[config.mk]
export PLATFORM = sky130hd
export DESIGN_NAME = sfr_bank
export DESIGN_NICKNAME = d
export VERILOG_FILES = /design/src/rtl/sfr_pkg.sv /design/src/rtl/sfr_reg.sv /design/src/rtl/sfr_bank.sv
export SDC_FILE = /design/constraint.sdc
export NUM_CORES = 1
export LEC_CHECK = 0
export ABC_AREA = 1
export BUFFER_PORTS_ARGS = -buffer_cell sky130_fd_sc_hd__clkbuf_2
export CAP_MARGIN = 25
export CORE_AREA = 2 2 637 639
export CTS_BUF_LIST = sky130_fd_sc_hd__clkbuf_2
export CTS_CLUSTER_SIZE = 14
export DETAILED_ROUTE_END_ITERATION = 10
export DIE_AREA = 0 0 639 641
export GPL_TIMING_DRIVEN = 0
export SYNTH_ARGS = -nofsm -noshare
export SYNTH_HDL_FRONTEND = slang
export SYNTH_SLANG_ARGS = --single-unit
[constraint.sdc]
create_clock -name sys_clk -period 1.3 [get_ports sys_clk]
set_input_delay 0.13 -clock sys_clk [delete_from_list [all_inputs] [get_ports sys_clk]]
set_output_delay 0.13 -clock sys_clk [all_outputs]
set_load 0.005 [all_outputs]
[src/rtl/sfr_pkg.sv]
`default_nettype none
// ============================================================================
// Module : sfr_pkg
// Brief  : Shared types, default sizes and per-bit next-state rule for the
//          special-function-register bank.
// Rev    : 1.0  initial release
// ============================================================================
package sfr_pkg;

    typedef enum logic [1:0] {
        SFR_BIT_RW  = 2'd0,
        SFR_BIT_W1C = 2'd1,
        SFR_BIT_RO  = 2'd2
    } sfr_bit_t;

    localparam int c_SFR_WIDTH     = 32;
    localparam int c_SFR_NUM       = 16;
    localparam int c_SFR_ADDR_W    = 4;
    localparam int c_SFR_IRQ_FLAG  = 0;
    localparam int c_SFR_IRQ_EN    = 1;

    function automatic sfr_bit_t sfr_bit_class(input logic rw, input logic w1c);
        sfr_bit_t cls;
        if (w1c)     cls = SFR_BIT_W1C;
        else if (rw) cls = SFR_BIT_RW;
        else         cls = SFR_BIT_RO;
        return cls;
    endfunction

    // A software write only claims a bit it can actually modify, so a hardware
    // load still lands on RO bits and on W1C bits written with 0.
    function automatic logic sfr_bit_next(
        input sfr_bit_t cls,
        input logic     cur,
        input logic     sw_we,
        input logic     sw_d,
        input logic     hw_we,
        input logic     hw_d,
        input logic     set
    );
        logic nxt;
        nxt = cur;
        if (set)
            nxt = 1'b1;
        else if (sw_we && cls == SFR_BIT_RW)
            nxt = sw_d;
        else if (sw_we && cls == SFR_BIT_W1C && sw_d)
            nxt = 1'b0;
        else if (hw_we && cls != SFR_BIT_RW)
            nxt = hw_d;
        return nxt;
    endfunction

endpackage
`default_nettype wire

[src/rtl/sfr_reg.sv]
`default_nettype none
// ============================================================================
// Module : sfr_reg
// Brief  : One special-function register with per-bit RW / W1C / RO behaviour.
// Rev    : 1.0  initial release
// ============================================================================
module sfr_reg
    import sfr_pkg::*;
#(
    parameter int               WIDTH    = c_SFR_WIDTH,
    parameter logic [WIDTH-1:0] RST_VAL  = '0,
    parameter logic [WIDTH-1:0] RW_MASK  = '1,
    parameter logic [WIDTH-1:0] W1C_MASK = '0
) (
    input  logic               i_clk,
    input  logic               i_rst_n,
    input  logic               i_clk_en,
    input  logic               i_sw_we,
    input  logic [WIDTH/8-1:0] i_sw_be,
    input  logic [WIDTH-1:0]   i_sw_din,
    input  logic               i_hw_we,
    input  logic [WIDTH-1:0]   i_hw_din,
    input  logic [WIDTH-1:0]   i_hw_set,
    output logic [WIDTH-1:0]   o_q
);

    logic [WIDTH-1:0] r_q;
    logic [WIDTH-1:0] w_next;

    always_comb begin
        w_next = r_q;
        for (int b = 0; b < WIDTH; b++) begin
            w_next[b] = sfr_bit_next(sfr_bit_class(RW_MASK[b], W1C_MASK[b]),
                                     r_q[b], i_sw_we & i_sw_be[b/8], i_sw_din[b],
                                     i_hw_we, i_hw_din[b], i_hw_set[b]);
        end
    end

    always_ff @(posedge i_clk or negedge i_rst_n) begin
        if (!i_rst_n)
            r_q <= RST_VAL;
        else if (i_clk_en)
            r_q <= w_next;
    end

    assign o_q = r_q;

endmodule
`default_nettype wire

[src/rtl/sfr_bank.sv]
`default_nettype none
// ============================================================================
// Module : sfr_bank
// Brief  : Parametrised SFR bank: CPU byte-enabled access, hardware load/set
//          ports, out-of-range error pulse and a registered interrupt.
// Rev    : 1.0  initial release
// ============================================================================
module sfr_bank
    import sfr_pkg::*;
#(
    parameter int SFR_WIDTH    = c_SFR_WIDTH,
    parameter int SFR_NUM      = c_SFR_NUM,
    parameter int ADDR_WIDTH   = c_SFR_ADDR_W,
    parameter logic [SFR_NUM-1:0][SFR_WIDTH-1:0] RST_VAL  = '0,
    parameter logic [SFR_NUM-1:0][SFR_WIDTH-1:0] RW_MASK  = '1,
    parameter logic [SFR_NUM-1:0][SFR_WIDTH-1:0] W1C_MASK = '0,
    parameter int IRQ_FLAG_IDX = c_SFR_IRQ_FLAG,
    parameter int IRQ_EN_IDX   = c_SFR_IRQ_EN
) (
    input  logic                         sys_clk,
    input  logic                         sys_rst_n,
    input  logic                         sys_clk_en,
    input  logic [ADDR_WIDTH-1:0]        sfr_addr,
    input  logic                         sfr_wen,
    input  logic                         sfr_ren,
    input  logic [SFR_WIDTH/8-1:0]       sfr_be,
    input  logic [SFR_WIDTH-1:0]         sfr_din,
    output logic [SFR_WIDTH-1:0]         sfr_dout,
    output logic                         sfr_err,
    input  logic [SFR_NUM-1:0]           hw_wen,
    input  logic [SFR_NUM*SFR_WIDTH-1:0] hw_din,
    input  logic [SFR_NUM*SFR_WIDTH-1:0] hw_set,
    output logic [SFR_NUM*SFR_WIDTH-1:0] sfr_q,
    output logic                         sfr_irq
);

    // One extra bit so SFR_NUM == 2**ADDR_WIDTH is still representable.
    localparam logic [ADDR_WIDTH:0] c_NUM = (ADDR_WIDTH+1)'(SFR_NUM);

    logic [SFR_NUM-1:0][SFR_WIDTH-1:0] w_q;
    logic                              w_addr_ok;
    logic [SFR_WIDTH-1:0]              w_rdata;
    logic [SFR_WIDTH-1:0]              r_dout;
    logic                              r_err;
    logic                              r_irq;

    assign w_addr_ok = ({1'b0, sfr_addr} < c_NUM);

    generate
        for (genvar i = 0; i < SFR_NUM; i++) begin : g_reg
            sfr_reg #(
                .WIDTH    (SFR_WIDTH),
                .RST_VAL  (RST_VAL[i]),
                .RW_MASK  (RW_MASK[i]),
                .W1C_MASK (W1C_MASK[i])
            ) u_reg (
                .i_clk    (sys_clk),
                .i_rst_n  (sys_rst_n),
                .i_clk_en (sys_clk_en),
                .i_sw_we  (sfr_wen && w_addr_ok && (sfr_addr == ADDR_WIDTH'(i))),
                .i_sw_be  (sfr_be),
                .i_sw_din (sfr_din),
                .i_hw_we  (hw_wen[i]),
                .i_hw_din (hw_din[i*SFR_WIDTH +: SFR_WIDTH]),
                .i_hw_set (hw_set[i*SFR_WIDTH +: SFR_WIDTH]),
                .o_q      (w_q[i])
            );
        end
    endgenerate

    always_comb begin
        w_rdata = '0;
        for (int i = 0; i < SFR_NUM; i++) begin
            if (sfr_addr == ADDR_WIDTH'(i))
                w_rdata = w_q[i];
        end
    end

    // The interrupt samples the register contents settled by the previous edge.
    always_ff @(posedge sys_clk or negedge sys_rst_n) begin
        if (!sys_rst_n) begin
            r_dout <= '0;
            r_err  <= 1'b0;
            r_irq  <= 1'b0;
        end else if (sys_clk_en) begin
            if (sfr_ren)
                r_dout <= w_addr_ok ? w_rdata : '0;
            r_err <= (sfr_wen || sfr_ren) && !w_addr_ok;
            r_irq <= |(w_q[IRQ_FLAG_IDX] & w_q[IRQ_EN_IDX]);
        end
    end

    assign sfr_q    = w_q;
    assign sfr_dout = r_dout;
    assign sfr_err  = r_err;
    assign sfr_irq  = r_irq;

endmodule
`default_nettype wire

==> out/results.ini, run 1 <==
[placement]
numPortBuffers=1092
gp_congestion=0.983
dp.final_hpwl_um=376000

[clocking]
h-tree-depth=4
clockRootBuffer=clkbuf_2
clk_path_buf_depth=4
cts.sinks=545
cts_buffers=184

[synthesis]
synth_top_area_share_pct=48.9
synth_fa_ha_area_share_pct=0
synthMuxAreaShare_pct=0
synth_cell_types=29
synth_top_family_by_area=simple AND/OR/NAND/NOR gates
synth_top_cells_by_area=dfrtp_1, nand2_1, o211ai_1, a22oi_1, o21ai_0
yosys_warnings=0
synth_compound_area_share_pct=20.2
synth_simple_gate_area_share_pct=23.8
ys_ff_latch=545
syn-instance-count=3473
yosys.area.top_type=dfrtp_1
yosysSeqAreaShare_pct=48.9
synth_xor_xnor_area_share_pct=0
synth_fp_nets=4558
syn_area_um2=27900
synth_area_per_cell_um2=8.03

[grt]
grt_max_degree=103
grt_util_all_layers_pct=22.0
grt.overflow.total=5

[timing]
endpoint_type=sequential cell input
postGrtWorstEndpoint=sfr_dout[16]$_DFFE_PN0P_/D

[floorplan]
fp.dieH_um=641
die_w_um=639
boundaryPins=1631
rows=233
start_util_pct=6.93

[status]
status=did not finish
stop_stage=global routing (5_1_grt)
toolErrorMsg=[ERROR GRT-0232] Routing congestion too high. Check the congestion heatmap in the GUI.

-- per-stage QoR --
step,utilization [%],hold slack [ps],std cells,instance area [um2],setup WS [ps]
4_1_cts,16.5,-1740,12200,66300,-1720
3_3_place_gp,9.96,363,9852,40100,-15090
3_5_place_dp,10.2,261,9900,40900,-2570
2_1_floorplan,-,-166,3473,28000,-42.8
-- logic make-up after synthesis --
family,count (synthesis)
AOI/OAI and AO/OA,861
buffers and inverters,482
DFF,545
other,1
and+or+nand+nor,1584
-- cell usage after synthesis (all sizes together) --
library cell / instances
nand4: 96
nand3: 127
inv: 239
conb: 1
a22oi: 224
nor2: 198
a41oi: 1
a21oi: 101
o22ai: 5
nand2: 1162
a221oi: 7
clkbuf: 155
o211ai: 288
o21ai: 235
dfrtp: 545
nor3: 1
buf: 88
-- timing repair --
action,in CTS
resized for setup,1152
pin swaps,110
setup endpoints to repair,674
endpoints found under the hold margin,1090
buffers inserted,370
hold buffers,1634
-- layer usage --
layer | GRT overflow | global-route usage, %
met4 | 1 | 13.2
met2 | 3 | 30.9
met5 | 0 | 2.01
met3 | 1 | 14.0
met1 | 0 | 24.6
==> run 2: changes to the inputs <==
- CORE_AREA: 2 2 637 639 -> 2 2 630 632
- CTS_BUF_LIST: sky130_fd_sc_hd__clkbuf_2 -> default
- CTS_CLUSTER_SIZE: 14 -> default
- DIE_AREA: 0 0 639 641 -> 0 0 632 634
- PLACE_DENSITY_LB_ADDON: default -> 0.15
==> run 2 against run 1 <==
- synthesized cell count did not move
- the flow now finishes, with violations (negative hold slack, negative setup slack)
- synthesized area is the same
==> out/results.ini, run 2 <==
[grt]
grt_max_degree=79
first_global_vias=37700
antenna_found_initial=180
grt.overflow.total=0
grt_util_all_layers_pct=18.9
grt_pass1_wl_um=476000

[synthesis]
yosys_warnings=0  ; unchanged
synth_edf_count=0  ; unchanged
synth_top_area_share_pct=48.9  ; unchanged
synthArstFlopShare_pct=100  ; unchanged
ys.flop_type=dfrtp_1
ys_ff_latch=545  ; unchanged
syn-instance-count=3473  ; unchanged
synth_cell_types=29  ; unchanged
synth_most_common_cell=nand2_1
yosys.area.top_type=dfrtp_1
synth_area_per_cell_um2=8.03  ; unchanged
synth_fp_nets=4558  ; unchanged
yosysSeqAreaShare_pct=48.9  ; unchanged
synth_common_cells=nand2_1, dfrtp_1, o211ai_1
syn_area_um2=27900  ; unchanged
synth_top_cells_by_area=dfrtp_1, nand2_1, o211ai_1, a22oi_1, o21ai_0

[power_and_ir_drop]
ir_drop_mv=0.874
p_leak_nw=24.6
power_density_nw_per_um2=966
power.total_w=0.0561

[detailed_routing]
drt_pre_antenna_iters=6
initialDrtViolationCount=3000
vias=38500
vias_per_cell=3.51
drt_wl_total_um=392000
ant_nets=0
drt-wirelength-per-cell_um=35.7
drc_errors=0

[layout]
largest_reg_flops=512
final_area_um2=58100
area_growth_pct=108
final_common_cell=nand2_1
drive_above_1_share_pct=41.5
final_cell_mix=nand2_1, clkbuf_2, dlygate4sd3_1
num-nets-final=6723
instances_no_fill=11000

[floorplan]
rows=231  ; -0.86%
start_util_pct=7.07  ; +0.14 points
core_area_um2=394000
fp.dieH_um=634  ; -1.1%
dieArea_um2=401000
boundaryPins=1631  ; unchanged
die_w_um=632  ; -1.1%

[clocking]
clk_latency_ps=850
cts.sinks=545  ; unchanged
path_clk_slew_ps=80
h-tree-depth=3  ; -1
clockRootBuffer=clkbuf_16
cts_buffers=89  ; -52%
clk_path_buf_depth=4  ; unchanged
cts.hold.buffers_added=560  ; -66%
cts_tree=yes

[critical_path]
worstPathCellList=nand3_2, nand3_2, nor2_4, nand4_1, nand2_2, nand4_1, nor2_4, nand4_1, nand2_1, nand2_1
start_kind=register
critPathCaptureType=register
max_stage_delay_ps=410
path_common_cell=nand4_1
crit_type=reg2reg
worstReg2RegStart=g_reg[2].u_reg.o_q[16]
r2r_cells=10
crit_required_ps=2040
startpoint=g_reg[2].u_reg.o_q[16]
path_buf_inv=0
critPathTopFamily=simple AND/OR/NAND/NOR gates
worstPathArrival_ps=3290
cp.depth=10
crit_fanout=2
critPathSlowestCell=dfrtp_1

[timing]
relSlewSlack_pct=27.0
skew_ps=76.4
fmax_mhz=393
tightestPinTransition_ps=1100
fin_ws_ps=-1250
hold_viol=225
whs_ps=-780
post-route-period-util_pct=196
rsz0062_at_grt=true
setup_violations=593
fin_crit_ps=2550
slew_violations=0

[placement]
numPortBuffers=1092  ; unchanged
placed_cells=9863  ; -0.37%
gp_congestion=0.878  ; -11%
pre_cts_ws_ps=-2810  ; -239 ps
dp.final_hpwl_um=334000  ; -11%
placed_cell_area_um2=41200  ; +0.70%

[status]
violations=negative hold slack, negative setup slack
status=complete, but fails checks

[run]
maxCapViolations=0

[hold_path]
hold_path_class=in2async

-- run 2: cell counts after synthesis --
Identical to the previous run, type by type.
-- run 2: cells by family (layout without fill, tap and decap cells) --
family | count (synthesis) | after routing | synth area share (%)
buf+inv | 482 | 2709 | 7.08
compound gates | 861 | 861 | 20.2
other cells | 1 | 44 | 0.0135
simple gates | 1584 | 1584 | 23.8
flops | 545 | 545 | 48.9
-- run 2: final cells by class --
class,count,area (um2)
clock buffers,125,2540
flip-flops and latches,545,13900
repair buffers,2081,18500
multi-input cells,2446,13800
plain buffers,236,1480
diodes,43,108
fillers,45200,336000
clock inverters,28,292
well taps,5242,6560
inverters,239,922
-- run 2: path summary, 6_finish.rpt --
path	endpoint	slack, ps
max	sfr_dout[16]	-1250
min	g_reg[2].u_reg.o_q[5]	-780
max reg2reg	sfr_dout[16]	-1250
min reg2reg	sfr_dout[30]	490
max in group asynchronous	g_reg[14].u_reg.o_q[31]	170
min in group sys_clk	g_reg[15].u_reg.o_q[31]	-50
-- run 2: stage by stage --
stage                     util, %   TNS, ps
after CTS                    14.0   -211040
after global placement       10.1         -
after detailed placement     10.4  -1331770
final                        14.7   -150830
after global routing         14.7   -184720
after floorplan                 -     -1730
-- run 2: repair_timing --
action | 4_1_cts | 5_1_grt
pin swaps | 221 | 210
endpoints found under the setup margin | 1160 | 892
resized for setup | 956 | 724
gates cloned | 2 | 1
hold endpoints to repair | 736 | 225
setup buffers | 251 | 137
-- run 2: worst reg2reg max path, stage by stage (launching register included) --
cell and delay [ps]:
dfrtp_1 410, nand3_2 90, nand3_2 100, nor2_4 180
nand4_1 370, nand2_2 220, nand4_1 410, nor2_4 380
nand4_1 170, nand2_1 100, nand2_1 50
-- run 2: power breakdown --
group	total (W)	switching [W]	internal, W	leakage [nW]
logic	0.0129	0.00829	0.00459	18.3
registers	0.0182	0.000668	0.0175	4.89
clock network	0.0250	0.0106	0.0144	1.41
total	0.0561	0.0196	0.0365	24.6
-- run 2: per-layer routing --
metal | vias to the layer above | share of wire (%) | global-route usage, %
met4 | 52 | 3.6 | 5.19
met5 | - | 0.077 | 0
met3 | 529 | 7.3 | 4.59
li1 | 16300 | - | -
met2 | 2041 | 46 | 30.9
met1 | 19600 | 43 | 24.5
No activity file was read; power rests on OpenSTA's default activity.
==> run 3: changes to the inputs <==
- SKIP_CTS_REPAIR_TIMING: default -> 1
==> run 3 against run 2 <==
- the flow still finishes with violations (negative hold slack, negative setup slack)
- sequential cell count stayed put
- global-route usage is 0.46 points lower
- setup slack worse by 170 ps
- clock power hardly changed
- final cell count is 2.2% lower
- clock skew is 2.0 ps higher
- sequential power hardly changed
- non-clock buffer count is 256 lower
==> out/results.ini, run 3 (same netlist as run 2, synthesis figures left out) <==
[grt]
grt.overflow.total=0  ; unchanged
antenna_found_initial=190  ; +5.6%
first_global_vias=34000  ; -9.7%
grt_util_all_layers_pct=18.4  ; -0.46 points
grt_pass1_wl_um=461000  ; -3.2%
grt_max_degree=88  ; +11%

[timing]
fin_ws_ps=-1420  ; -172 ps
fin_crit_ps=2720  ; +172 ps
setup_violations=764  ; +29%
fin_setup_tns_ps=-190610  ; -39,780 ps
rsz0062_at_grt=true
whs_ps=-811  ; -31.6 ps
skew_ps=78.4  ; +1.97 ps
slew_violations=0  ; unchanged
hold_viol=229  ; +1.8%
post-route-period-util_pct=209  ; +13 points
relSlewSlack_pct=28.2  ; +1.2 points
fmax_mhz=368  ; -6.3%
tightestPinTransition_ps=1080  ; -17.8 ps

[layout]
drive_above_1_share_pct=36.1  ; -5.4 points
final_area_um2=52500  ; -9.6%
num-nets-final=6467  ; -3.8%
final_common_cell=clkbuf_2
final_cell_mix=clkbuf_2, nand2_1, dlygate4sd3_1
fin_util_pct=13.3  ; -1.4 points
area_growth_pct=88.4
largest_reg_flops=512  ; unchanged

[critical_path]
critPathTopFamily=simple AND/OR/NAND/NOR gates
regToRegSetupSlack_ps=-1420  ; -170 ps
worstSetupEndpoint=sfr_dout[18]
crit_type=reg2reg
crit_fanout=2  ; unchanged
crit_required_ps=2030  ; about the same
critPathCaptureType=register
critPathSlowestCell=dfrtp_1
worstPathArrival_ps=3450  ; +160 ps
start_kind=register
rr_endpoint=sfr_dout[18]
r2r_cells=10  ; unchanged
max_stage_delay_ps=400  ; about the same
worstReg2RegStart=g_reg[2].u_reg.o_q[18]
startpoint=g_reg[2].u_reg.o_q[18]
cp.depth=10  ; unchanged
worstPathCellList=nand3_1, nand3_2, nor2_4, nand4_1, nand2_2, nand4_1, nor2_4, nand4_1, nand2_1, nand2_1
path_common_cell=nand4_1
path_buf_inv=0  ; unchanged

[floorplan]
fp.dieH_um=634  ; unchanged
boundaryPins=1631  ; unchanged
start_util_pct=7.07  ; unchanged
die_w_um=632  ; unchanged
dieArea_um2=401000  ; unchanged
core_area_um2=394000  ; unchanged
rows=231  ; unchanged

[power_and_ir_drop]
p_sw_share_pct=35.1  ; +0.14 points
pwr-share-clk_pct=45.4  ; +0.8 points
p_comb_share_pct=21.5  ; -1.5 points
power_density_nw_per_um2=1050  ; +8.5%
switchingPower_w=0.0193  ; -1.4%
ir_drop_mv=0.917  ; +4.8%
p_leak_nw=22.2  ; -9.9%
seqPwrFrac_pct=33.0  ; +0.5 points
internal_power_w=0.0358  ; -2.1%

[clocking]
clk_latency_ps=850  ; about the same
clockRootBuffer=clkbuf_16
path_clk_slew_ps=80  ; about the same
clk_path_buf_depth=4  ; unchanged
cts_buffers=89  ; unchanged
h-tree-depth=3  ; unchanged
cts_tree=yes
cts.sinks=545  ; unchanged

[detailed_routing]
initialDrtViolationCount=3234  ; +7.8%
drt-wirelength-per-cell_um=35.9  ; +0.56%
drc_errors=0  ; unchanged
drt_pre_antenna_iters=8  ; +2
drt_wl_total_um=386000  ; -1.7%
vias_per_cell=3.48  ; -0.75%
ant_nets=0  ; unchanged
vias=37400  ; -3.0%

[placement]
dp.final_hpwl_um=334000  ; unchanged
pre_cts_ws_ps=-2810  ; unchanged
numPortBuffers=1092  ; unchanged
placed_cell_area_um2=41200  ; unchanged
gp_congestion=0.878  ; unchanged

[status]
violations=negative hold slack, negative setup slack
status=complete, but fails checks

[run]
maxCapViolations=0  ; unchanged

[hold_path]
hold_path_class=in2async

[run 3: cell count changes in the layout (fill, tap and decap cells not counted), moves of 12 or more]
cell	change
buf_8	-100
nand3_1	+29
buf_4	-144
clkbuf_8	-46
dfrtp_2	-124
clkbuf_16	-23
clkbuf_2	+325
dlygate4sd3_1	-28
nor2_4	-12
buf_6	-235
o21ai_0	-14
dfrtp_1	+125
nand3_2	-25
[run 3: per-layer routing]
layer | routed length [um] | global-route usage, % | up-vias
met1 | 168000 | 23.9 | 19100
li1 | - | - | 15800
met5 | 300 | 0 | -
met4 | 11200 | 4.12 | 54
met3 | 27300 | 4.77 | 485
met2 | 178000 | 30.5 | 1908
[run 3: worst min-delay path by stage]
stage	startpoint	end
floorplan	sys_rst_n	g_reg[0].u_reg.o_q[0]
global placement	hw_set[505]	g_reg[15].u_reg.o_q[25]
detailed placement	sys_rst_n	g_reg[2].u_reg.o_q[5]
CTS	sys_rst_n	g_reg[2].u_reg.o_q[5]
global route	sys_rst_n	g_reg[2].u_reg.o_q[5]
finish	sys_rst_n	g_reg[2].u_reg.o_q[5]
[run 3: per-stage QoR]
step                      cells  power (W)
after floorplan            3473     0.0207
after global placement     9807     0.0278
after detailed placement   9863     0.0281
after CTS                 10000     0.0535
after global routing      10700     0.0568
final                     10700     0.0551
[run 3: layout make-up]
type | instances | area, um2
Timing Repair Buffer | 1819 | 13400
Clock buffer | 125 | 2540
Fill cell | 45600 | 342000
Tap cell | 5242 | 6560
Multi-Input combinational cell | 2446 | 13500
Clock inverter | 28 | 292
Antenna cell | 52 | 130
Sequential cell | 545 | 13700
Buffer | 242 | 1490
Inverter | 239 | 935
[run 3: power groups by stage]
stage	combinational (W)	clock (W)	sequential, W
finish	0.0119	0.0250	0.0182
global route	0.0125	0.0261	0.0182
CTS	0.00968	0.0257	0.0182
detailed placement	0.00965	0	0.0185
global placement	0.00925	0	0.0185
floorplan	0.00245	0	0.0182
